## config.mk

```make
export PLATFORM = sky130hd
export DESIGN_NAME = mem_stage
export DESIGN_NICKNAME = d
export VERILOG_FILES = /design/src/rtl/mem_stage.sv
export SDC_FILE = /design/constraint.sdc
export NUM_CORES = 1
export LEC_CHECK = 0
export ABC_AREA = 1
export BUFFER_PORTS_ARGS = -buffer_cell sky130_fd_sc_hd__buf_2
export CORE_AREA = 2 2 168 170
export CTS_BUF_LIST = sky130_fd_sc_hd__clkbuf_4 sky130_fd_sc_hd__clkbuf_8
export CTS_CLUSTER_SIZE = 24
export DETAILED_ROUTE_END_ITERATION = 8
export DIE_AREA = 0 0 170 172
export PLACE_DENSITY_LB_ADDON = 0.15
export SLEW_MARGIN = 10
export SYNTH_ARGS = -nofsm -noshare
export SYNTH_HDL_FRONTEND = slang
export SYNTH_SLANG_ARGS = --single-unit
```

## constraint.sdc

```tcl
create_clock -name clk -period 4.9 [get_ports clk]
set_clock_uncertainty 0.1 [all_clocks]
set_input_delay 0.49 -clock clk [delete_from_list [all_inputs] [get_ports clk]]
set_output_delay 0.49 -clock clk [all_outputs]
set_load 0.02 [all_outputs]
```

## src/rtl/mem_stage.sv

```systemverilog
// Memory-access pipeline stage: issues LDR/STR(B) over a req/ack handshake.
// Optional MEM_TIMEOUT_EN aborts an access that waits too long for mem_ack.
module mem_stage #(
  parameter int TIMEOUT_CYCLES = 16
) (
  input  logic        clk,
  input  logic        rst_n,
  input  logic        valid_in,
  input  logic [31:0] inst_in,
  input  logic [31:0] cpsr_in,
  input  logic [31:0] result_in,
  input  logic [31:0] storedata_in,
  input  logic [31:0] pc_in,
  output logic        stall,
  output logic        mem_req,
  output logic        mem_we,
  output logic [31:0] mem_addr,
  output logic [3:0]  mem_be,
  output logic [31:0] mem_wdata,
  input  logic [31:0] mem_rdata,
  input  logic        mem_ack,
  output logic [31:0] inst,
  output logic [31:0] cpsr,
  output logic [31:0] result,
  output logic [31:0] memdata,
  output logic [31:0] pc,
  output logic        mem_err
);

  localparam logic [0:0] RUN  = 1'b0;
  localparam logic [0:0] WAIT = 1'b1;

  typedef struct packed {
    logic [31:0] inst;
    logic [31:0] cpsr;
    logic [31:0] result;
    logic [31:0] memdata;
    logic [31:0] pc;
  } wb_t;

  typedef struct packed {
    logic [31:0] inst;
    logic [31:0] cpsr;
    logic [31:0] result;
    logic [31:0] sdata;
    logic [31:0] pc;
  } lat_t;

  function automatic logic cond_pass(
    input logic [3:0] c,
    input logic [3:0] f
  );
    logic n, z, cf, v;
    {n, z, cf, v} = f;
    case (c)
      4'h0:    cond_pass = z;
      4'h1:    cond_pass = !z;
      4'h2:    cond_pass = cf;
      4'h3:    cond_pass = !cf;
      4'h4:    cond_pass = n;
      4'h5:    cond_pass = !n;
      4'h6:    cond_pass = v;
      4'h7:    cond_pass = !v;
      4'h8:    cond_pass = cf & !z;
      4'h9:    cond_pass = !cf | z;
      4'hA:    cond_pass = (n == v);
      4'hB:    cond_pass = (n != v);
      4'hC:    cond_pass = !z & (n == v);
      4'hD:    cond_pass = z | (n != v);
      default: cond_pass = 1'b1;
    endcase
  endfunction

  logic [0:0] state_q, state_d;
  wb_t        out_q, out_d;
  lat_t       lat_q, lat_d;
  logic       in_go;
  logic       l_load, l_byte;
  logic [1:0] lane;
  logic [31:0] ld_data;
  logic       to_hit;

  assign in_go  = (inst_in[27:26] == 2'b01)
                & cond_pass(inst_in[31:28], cpsr_in[31:28]);
  assign l_load = lat_q.inst[20];
  assign l_byte = lat_q.inst[22];
  assign lane   = lat_q.result[1:0];

  always_comb begin
    ld_data = mem_rdata;
    if (l_byte) begin
      case (lane)
        2'd0:    ld_data = {24'b0, mem_rdata[7:0]};
        2'd1:    ld_data = {24'b0, mem_rdata[15:8]};
        2'd2:    ld_data = {24'b0, mem_rdata[23:16]};
        default: ld_data = {24'b0, mem_rdata[31:24]};
      endcase
    end
  end

  // Everything toward memory is driven only from the latched copy.
  assign mem_req   = (state_q == WAIT);
  assign stall     = mem_req;
  assign mem_we    = mem_req & ~l_load;
  assign mem_addr  = mem_req ? {lat_q.result[31:2], 2'b00} : 32'd0;
  assign mem_be    = !mem_req ? 4'b0000 :
                     l_byte   ? (4'b0001 << lane) : 4'b1111;
  assign mem_wdata = !mem_req ? 32'd0 :
                     l_byte   ? {4{lat_q.sdata[7:0]}} : lat_q.sdata;

  always_comb begin
    state_d = state_q;
    lat_d   = lat_q;
    out_d   = '0;
    if (state_q == RUN) begin
      if (valid_in && in_go) begin
        lat_d   = '{inst_in, cpsr_in, result_in, storedata_in, pc_in};
        state_d = WAIT;
      end else if (valid_in) begin
        out_d = '{inst_in, cpsr_in, result_in, 32'd0, pc_in};
      end
    end else if (mem_ack || to_hit) begin
      out_d.inst    = lat_q.inst;
      out_d.cpsr    = lat_q.cpsr;
      out_d.result  = lat_q.result;
      out_d.pc      = lat_q.pc;
      out_d.memdata = !l_load ? 32'd0 :
                      mem_ack ? ld_data : 32'hDEADBEEF;
      state_d       = RUN;
    end
  end

  always_ff @(posedge clk or negedge rst_n) begin
    if (!rst_n) begin
      state_q <= RUN;
      lat_q   <= '0;
      out_q   <= '0;
    end else begin
      state_q <= state_d;
      lat_q   <= lat_d;
      out_q   <= out_d;
    end
  end

  assign inst    = out_q.inst;
  assign cpsr    = out_q.cpsr;
  assign result  = out_q.result;
  assign memdata = out_q.memdata;
  assign pc      = out_q.pc;

`ifdef MEM_TIMEOUT_EN
  localparam int CW = $clog2(TIMEOUT_CYCLES + 1);

  logic [CW-1:0] cnt_q, cnt_d;
  logic          err_q, err_d;

  // Counter is held at zero in RUN so each access starts from zero.
  assign to_hit = (state_q == WAIT) & ~mem_ack
                & (cnt_q == CW'(TIMEOUT_CYCLES - 1));

  always_comb begin
    cnt_d = (state_q == WAIT) ? cnt_q + CW'(1) : '0;
    err_d = err_q | to_hit;
  end

  always_ff @(posedge clk or negedge rst_n) begin
    if (!rst_n) begin
      cnt_q <= '0;
      err_q <= 1'b0;
    end else begin
      cnt_q <= cnt_d;
      err_q <= err_d;
    end
  end

  assign mem_err = err_q;
`else
  logic unused_cfg;

  assign unused_cfg = |TIMEOUT_CYCLES;
  assign to_hit     = 1'b0;
  assign mem_err    = 1'b0;
`endif

endmodule

```

==> results by group, run 1 <==
Floorplan
  • Top-Level Pins: 428
  • Floorplan core area: 0.0275 mm^2
  • DIE WIDTH: 170 um
  • Die Footprint: 0.0292 mm^2
  • Effective utilization at floorplan: 0.499
  • Die Height: 172 um
  • Row count: 61

Pwr
  • Pleak: 10.1 nW
  • Power share of the clock group: 0.338
  • Worst voltage drop across the vdd grid: 275 uV
  • Part of the power in combinational logic: 0.184
  • Pwr/cell area: 421 mW/mm^2
  • Switching component of the power: 2.22 mW
  • Total chip power: 7.15 mW
  • Switching power as a share of total power: 0.311
  • Share of total power in sequential cells: 0.479
  • P_int: 4.93 mW

Timing
  • Setup repair after global routing missed its margin: false
  • Setup TNS: 0 ns
  • Max-slew violations: 0
  • Worst slew margin relative to its limit: 0.259
  • Post-Route Hold Slack: 0.0460 ns
  • Smallest setup slack after layout: 1.44 ns
  • Final worst-path cycle share: 0.707
  • Setup-violating endpoint count in the final report: 0
  • Worst-margin pin slew: 1.11 ns
  • Final hold vios: 0
  • Highest attainable clock frequency: 289 MHz
  • Time the worst path needs with I/O delays and setup: 3.46 ns

Logic synthesis
  • Leading area contributor after synthesis: dfrtp_1
  • Warnings, synthesis: 0
  • Area share of the largest cell type after synthesis: 0.586
  • Commonest register cell after synthesis: dfrtp_1
  • Cells after synthesis: 1613
  • Most frequent cells after synthesis: nand2_1 (682), dfrtp_1 (321), nand4_1 (159)
  • Synth async-reset ratio: 1.00
  • Largest cells by area after synthesis: dfrtp_1 (59%), nand2_1 (19%), nand4_1 (7.3%)
  • Mean instance size in the synthesized netlist: 8.50 um^2
  • Distinct cell type count after synthesis: 23
  • Most common cell in the synthesized netlist: nand2_1
  • Proportion of synthesized chip area in sequential cells: 0.586
  • Number of flops mapped to enable cells by yosys: 0
  • Flops & latches, synth: 321
  • Post-Synthesis Cell Area: 0.0137 mm^2

Detailed routing
  • Drt first-iter violations: 1124
  • Detailed Routing Iterations Pass 1: 5
  • Vias/cell: 5.39
  • Overall routed net length: 42200 um
  • Number of nets with antenna violations after routing: 0
  • Via total after detailed routing: 12800
  • Count of unresolved DRC violations after routing: 0
  • Per-cell routed wire length: 17.8 um

Global route
  • Global-route total usage across every layer: 0.283
  • Maximum number of pins on one net before global-route repair: 103
  • Global-route wire length before repair: 65700 um
  • Number of antenna violations at the first check in global routing: 11
  • Via count of the first global-routing pass: 12300
  • Total grt overflow: 0

Placement
  • Count of buffers from port buffering: 424
  • Post-place instance area: 0.0159 mm^2
  • Placed insts: 2274
  • Routability congestion estimate: 0.849
  • HPWL after detailed placement: 26900 um
  • Setup slack at placement: 1.62 ns

Clocking
  • CTS H-tree depth: 2
  • Clock tree from TritonCTS: done
  • Clock Tree Root: clkbuf_8
  • Cells resized by post-CTS repair: 0
  • Inserted Clock Buffers: 52
  • Clk_lat worst skew: 0.56 ns
  • Post-CTS setup repair buffer count: 0
  • Clock Pin Slew Worst Setup and Hold Paths: 0.06 ns
  • Maximum root-to-sink buffer count: 3
  • Clk sinks: 321

Critical path
  • Arrival time at the worst endpoint: 2.87 ns
  • Buffer and inverter count on the worst path: 3
  • Largest stage delay on the critical path: 0.77 ns
  • Slowest cell on the critical path: buf_4
  • Critical path, cell by cell: inv_6 -> buf_4 -> a21oi_1 -> buf_2
  • Endpoint class of the critical path: output port
  • Type of the worst setup path: register to output port
  • Required time of the critical path: 4.31 ns
  • Critical Path Source Type: register
  • Critical path peak fanout: 86
  • Largest delay contributor family on the critical path: buffers and inverters

Layout
  • Area growth from synthesis to final layout: 24.0%
  • Final net count: 2179
  • Core Util, Final: 0.618
  • Fraction of final layout cells sized beyond drive strength 1: 0.269
  • Final instance count without filler cells: 2375
  • Finished layout cell area: 0.0170 mm^2

Run status
  • Status: complete, no violations

Flow run
  • Reported max-cap violation count: 0

Hold path
  • Class of the most critical hold timing path: input port to register
[power by group through the flow]
stage	combinational (mW)	sequential [mW]	clock, mW
after floorplan	0.750	3.49	0
after global placement	1.28	3.45	0
after detailed placement	1.32	3.46	0
after CTS	1.32	3.42	2.45
after global routing	1.49	3.48	2.56
final	1.31	3.42	2.41
[area by class of cell]
class / instances / area [um^2]
multi-input cells: 1084 / 4790
repair buffers: 444 / 2310
clock inverters: 8 / 65.1
clock buffers: 83 / 1030
inverters: 80 / 310
well taps: 346 / 433
flip-flops and latches: 321 / 8030
diodes: 9 / 22.5
fillers: 2463 / 10500
[state kept, by name, indices dropped and copies added, names as in the netlist]
name	count
lane	2
l_byte	1
memdata	32
inst	32
cpsr	32
lat_q	156
result	32
l_load	1
mem_req	1
pc	32
[path summary, 6_finish.rpt]
kind / start / to / slack, ns / cells past startpoint
min reg2reg: lat_q[137] / inst[9] / 0.36 / 2
max: mem_req / mem_wdata[18] / 1.44 / 4
max in group asynchronous: rst_n / memdata[25] / 3.08 / 3
max reg2reg: mem_req / memdata[21] / 1.65 / 5
min: mem_ack / mem_req / 0.05 / 2
min in group asynchronous: rst_n / pc[22] / 0.43 / 2
[per-layer routing]
| metal | vias up | share of wire | global-route usage |
|---|---|---|---|
| li1 | 5959 | - | - |
| met1 | 6139 | 0.40 | 0.371 |
| met5 | - | 0.00031 | 0 |
| met3 | 116 | 0.079 | 0.0609 |
| met2 | 581 | 0.48 | 0.449 |
| met4 | 2 | 0.043 | 0.141 |
[timing repair]
item | CTS | global route
hold buffers | 1 | 0
endpoints found under the hold margin | 97 | 0
setup endpoints to repair | 0 | 0
[layout by cell type (no fill, tap or decap), drive strengths merged, types with 10 or more instances in the layout]
| cell type | count |
|---|---|
| nand2 | 684 |
| a21oi | 41 |
| o21ai | 10 |
| nand4 | 159 |
| nor2 | 41 |
| inv | 79 |
| clkbuf | 83 |
| buf | 443 |
| dfrtp | 321 |
| nand3 | 137 |
[logic make-up (layout without fill, tap and decap cells)]
logic type             after synthesis  after routing  share of synthesized area
AND/OR/NAND/NOR                   1021           1021                      0.324
buffers and inverters              210            615                     0.0657
other                                1             12                   0.000274
flip-flops                         321            321                      0.586
AO/OA/AOI/OAI                       60             60                     0.0240
Power figures use the tool's default switching activity.
==> run 2, diff against run 1 <==
- CORE_AREA: 2 2 168 170 -> default
- CORE_MARGIN: default -> 2
- CORE_UTILIZATION: default -> 48
- DIE_AREA: 0 0 170 172 -> default
- clock period: 4.9 -> 3.05 ns (I/O delays scaled with it)
==> run 2 against run 1 <==
  * Worst setup slack lost 1.2 ns
  * Clock-buffer cell count grew 4
  * First-iteration DRC count grew 22%
  * Non-clock buffer count grew 204
  * Register-to-register slack lost 0.92 ns
  * Sequential power grew 61%
  * Critical endpoint is now mem_wdata[12]
==> results by group, run 2 (same netlist as run 1, synthesis figures left out) <==
Critical path
  • Type of the worst setup path: register to output port
  • Critical path, cell by cell: inv_6 -> buf_4 -> a21oi_1 -> buf_2
  • Required time of the critical path: 2.64 ns (-1.67 ns)
  • Destination of the worst register-to-register timing path: result[30]
  • Buffer and inverter count on the worst path: 3 (unchanged)
  • FF-to-FF path depth: 6 (+1)
  • Critical path peak fanout: 44 (-49%)
  • Flop-to-flop setup slack: 0.73 ns (-0.92 ns)
  • Largest delay contributor family on the critical path: buffers and inverters
  • Endpoint class of the critical path: output port
  • Slowest cell on the critical path: dfrtp_1
  • Reg-to-reg critical path startpoint: mem_req
  • Largest stage delay on the critical path: 0.75 ns (-0.02 ns)
  • Critical Path Source Type: register
  • Arrival time at the worst endpoint: 2.37 ns (-0.50 ns)

Timing
  • Highest attainable clock frequency: 361 MHz
  • Worst slew margin relative to its limit: 0.415 (+0.157)
  • Smallest setup slack after layout: 0.278 ns (-1.16 ns)
  • Setup TNS: 0 ns (unchanged)
  • Setup repair after global routing missed its margin: false
  • Time the worst path needs with I/O delays and setup: 2.77 ns
  • Worst-margin pin slew: 0.874 ns (-0.237 ns)
  • Final worst-path cycle share: 0.909
  • Setup-violating endpoint count in the final report: 0 (unchanged)
  • Max-slew violations: 0 (unchanged)
  • Final hold vios: 0 (unchanged)

Detailed routing
  • Via total after detailed routing: 13900 (+9.0%)
  • Detailed Routing Iterations Pass 1: 6 (+1)
  • Number of nets with antenna violations after routing: 0 (unchanged)
  • Total length of routed met2 wires: 22500 um (+12%)
  • Top layer in use: met4
  • Overall routed net length: 45500 um (+7.8%)
  • Per-cell routed wire length: 17.5 um (-1.5%)
  • Met1 Wirelength: 17900 um (+6.4%)
  • Vias/cell: 5.36 (-0.48%)
  • Count of unresolved DRC violations after routing: 0 (unchanged)
  • Drt first-iter violations: 1369 (+22%)
  • Met3 routed wirelength: 3300 um (-1.2%)

Global route
  • Total grt overflow: 0 (unchanged)
  • Maximum number of pins on one net before global-route repair: 158 (+53%)
  • Global-route wire length before repair: 72500 um (+10%)
  • Via count of the first global-routing pass: 13700 (+12%)
  • Global-route total usage across every layer: 0.297 (+0.0142)
  • Number of antenna violations at the first check in global routing: 1 (-10)

Layout
  • Core Util, Final: 0.683 (+0.0647)
  • Number of flip-flops in the largest register: 156 (unchanged)
  • Fraction of final layout cells sized beyond drive strength 1: 0.249 (-0.0200)
  • Final net count: 2383 (+9.4%)
  • Highest-count cells in the layout ignoring fill and taps: nand2_1 (682), buf_2 (423), dfrtp_1 (321), dlygate4sd3_1 (193), nand4_1 (159)
  • Final instance count without filler cells: 2601 (+9.5%)
  • Most common cell after layout, fill and taps aside: nand2_1
  • Area growth from synthesis to final layout: 39.3%
  • Register ranked first by flip-flop count: lat_q
  • Number of inserted filler cells in the final layout: 2204 (-11%)

Placement
  • Setup slack at placement: 0.707 ns (-0.910 ns)
  • Routability congestion estimate: 0.870 (+2.5%)
  • Placed insts: 2318 (+1.9%)
  • HPWL after detailed placement: 27600 um (+2.4%)
  • Count of buffers from port buffering: 424 (unchanged)

Hold path
  • Startpoint of the worst hold path: inst_in[26]
  • Class of the most critical hold timing path: input port to register
  • Terminating pin of the worst hold path: inst[26]
  • Hold Crit Depth: 5 (+3)

Pwr
  • Pwr/cell area: 611 mW/mm^2 (+45%)
  • Worst voltage drop across the vdd grid: 366 uV (+33%)
  • Pleak: 11.0 nW (+8.5%)
  • Total chip power: 11.7 mW (+63%)

Clocking
  • Clock Tree Root: clkbuf_8
  • Inserted Clock Buffers: 52 (unchanged)
  • Clk_lat worst skew: 0.57 ns (about the same)
  • Clk sinks: 321 (unchanged)
  • Post-CTS setup repair buffer count: 0 (unchanged)
  • Clock Pin Slew Worst Setup and Hold Paths: 0.06 ns (about the same)
  • Maximum root-to-sink buffer count: 3 (unchanged)
  • Clock tree from TritonCTS: done
  • CTS H-tree depth: 2 (unchanged)

Floorplan
  • DIE WIDTH: 173 um (+1.7%)
  • Row count: 61 (unchanged)
  • Die Height: 173 um (+0.56%)
  • Die Footprint: 0.0299 mm^2 (+2.3%)
  • Floorplan core area: 0.0279 mm^2 (+1.7%)
  • Effective utilization at floorplan: 0.491 (-0.00818)
  • Top-Level Pins: 428 (unchanged)

Flow run
  • Reported max-cap violation count: 0 (unchanged)

Run status
  • Status: complete, no violations
run 2: cell types whose count changed in the layout (fill, tap and decap cells not counted), sizes merged:
cell	delta
diode	-8
dlygate4sd3	+192
clkbuf	+4
bufinv	-1
clkinvlp	+2
clkinv	-7
buf	+12
run 2: power breakdown:
group | switching (mW) | leakage, nW | total (mW) | internal [mW]
clock network | 1.65 | 0.564 | 3.78 | 2.14
registers | 0.459 | 4.14 | 5.49 | 5.03
logic | 1.53 | 6.28 | 2.40 | 0.869
total | 3.63 | 11.0 | 11.7 | 8.03
run 2: how the worst max path moves through the flow:
stage / slack [ns] / to / cells past startpoint / start
2_1_floorplan: 1.13 / mem_wdata[12] / 5 / mem_req
3_3_place_gp: 0.73 / result[28] / 6 / mem_req
3_5_place_dp: 0.71 / result[31] / 6 / mem_req
4_1_cts: 0.27 / mem_wdata[12] / 4 / mem_req
5_1_grt: 0.14 / mem_wdata[28] / 4 / mem_req
6_report: 0.28 / mem_wdata[12] / 4 / mem_req
run 2: tightest hold or removal path, cell delays in order:
cell	delay [ns]
buf_2	0.08
nand2_1	0.15
inv_1	0.09
nand3_1	0.07
nand2_1	0.05
run 2: area by class of cell:
type | instances | area [um^2] | share of cell area
inverters | 80 | 310 | 0.0163
clock inverters | 2 | 15.0 | 0.000787
multi-input cells | 1084 | 4780 | 0.251
well taps | 378 | 473 | 0.0248
flip-flops and latches | 321 | 8030 | 0.421
clock buffers | 87 | 1050 | 0.0549
diodes | 1 | 2.50 | 0.000131
repair buffers | 648 | 4420 | 0.232
run 2: timing repair:
action,4_1_cts,5_1_grt
resized for setup,0,0
hold endpoints to repair,388,0
hold buffers,193,0
run 2: per-layer routing:
| layer | up-vias | global-route usage |
|---|---|---|
| met5 | - | 0 |
| met4 | 0 | 0.119 |
| met3 | 130 | 0.0528 |
| met2 | 756 | 0.499 |
| met1 | 6699 | 0.383 |
| li1 | 6362 | - |
run 2: through the flow:
step	cell area, um^2	hold slack [ns]
2_1_floorplan	13700	-0.0906
3_3_place_gp	16100	0.232
3_5_place_dp	16100	0.227
4_1_cts	19100	0.0875
5_1_grt	19100	0.111
6_report	19100	0.127
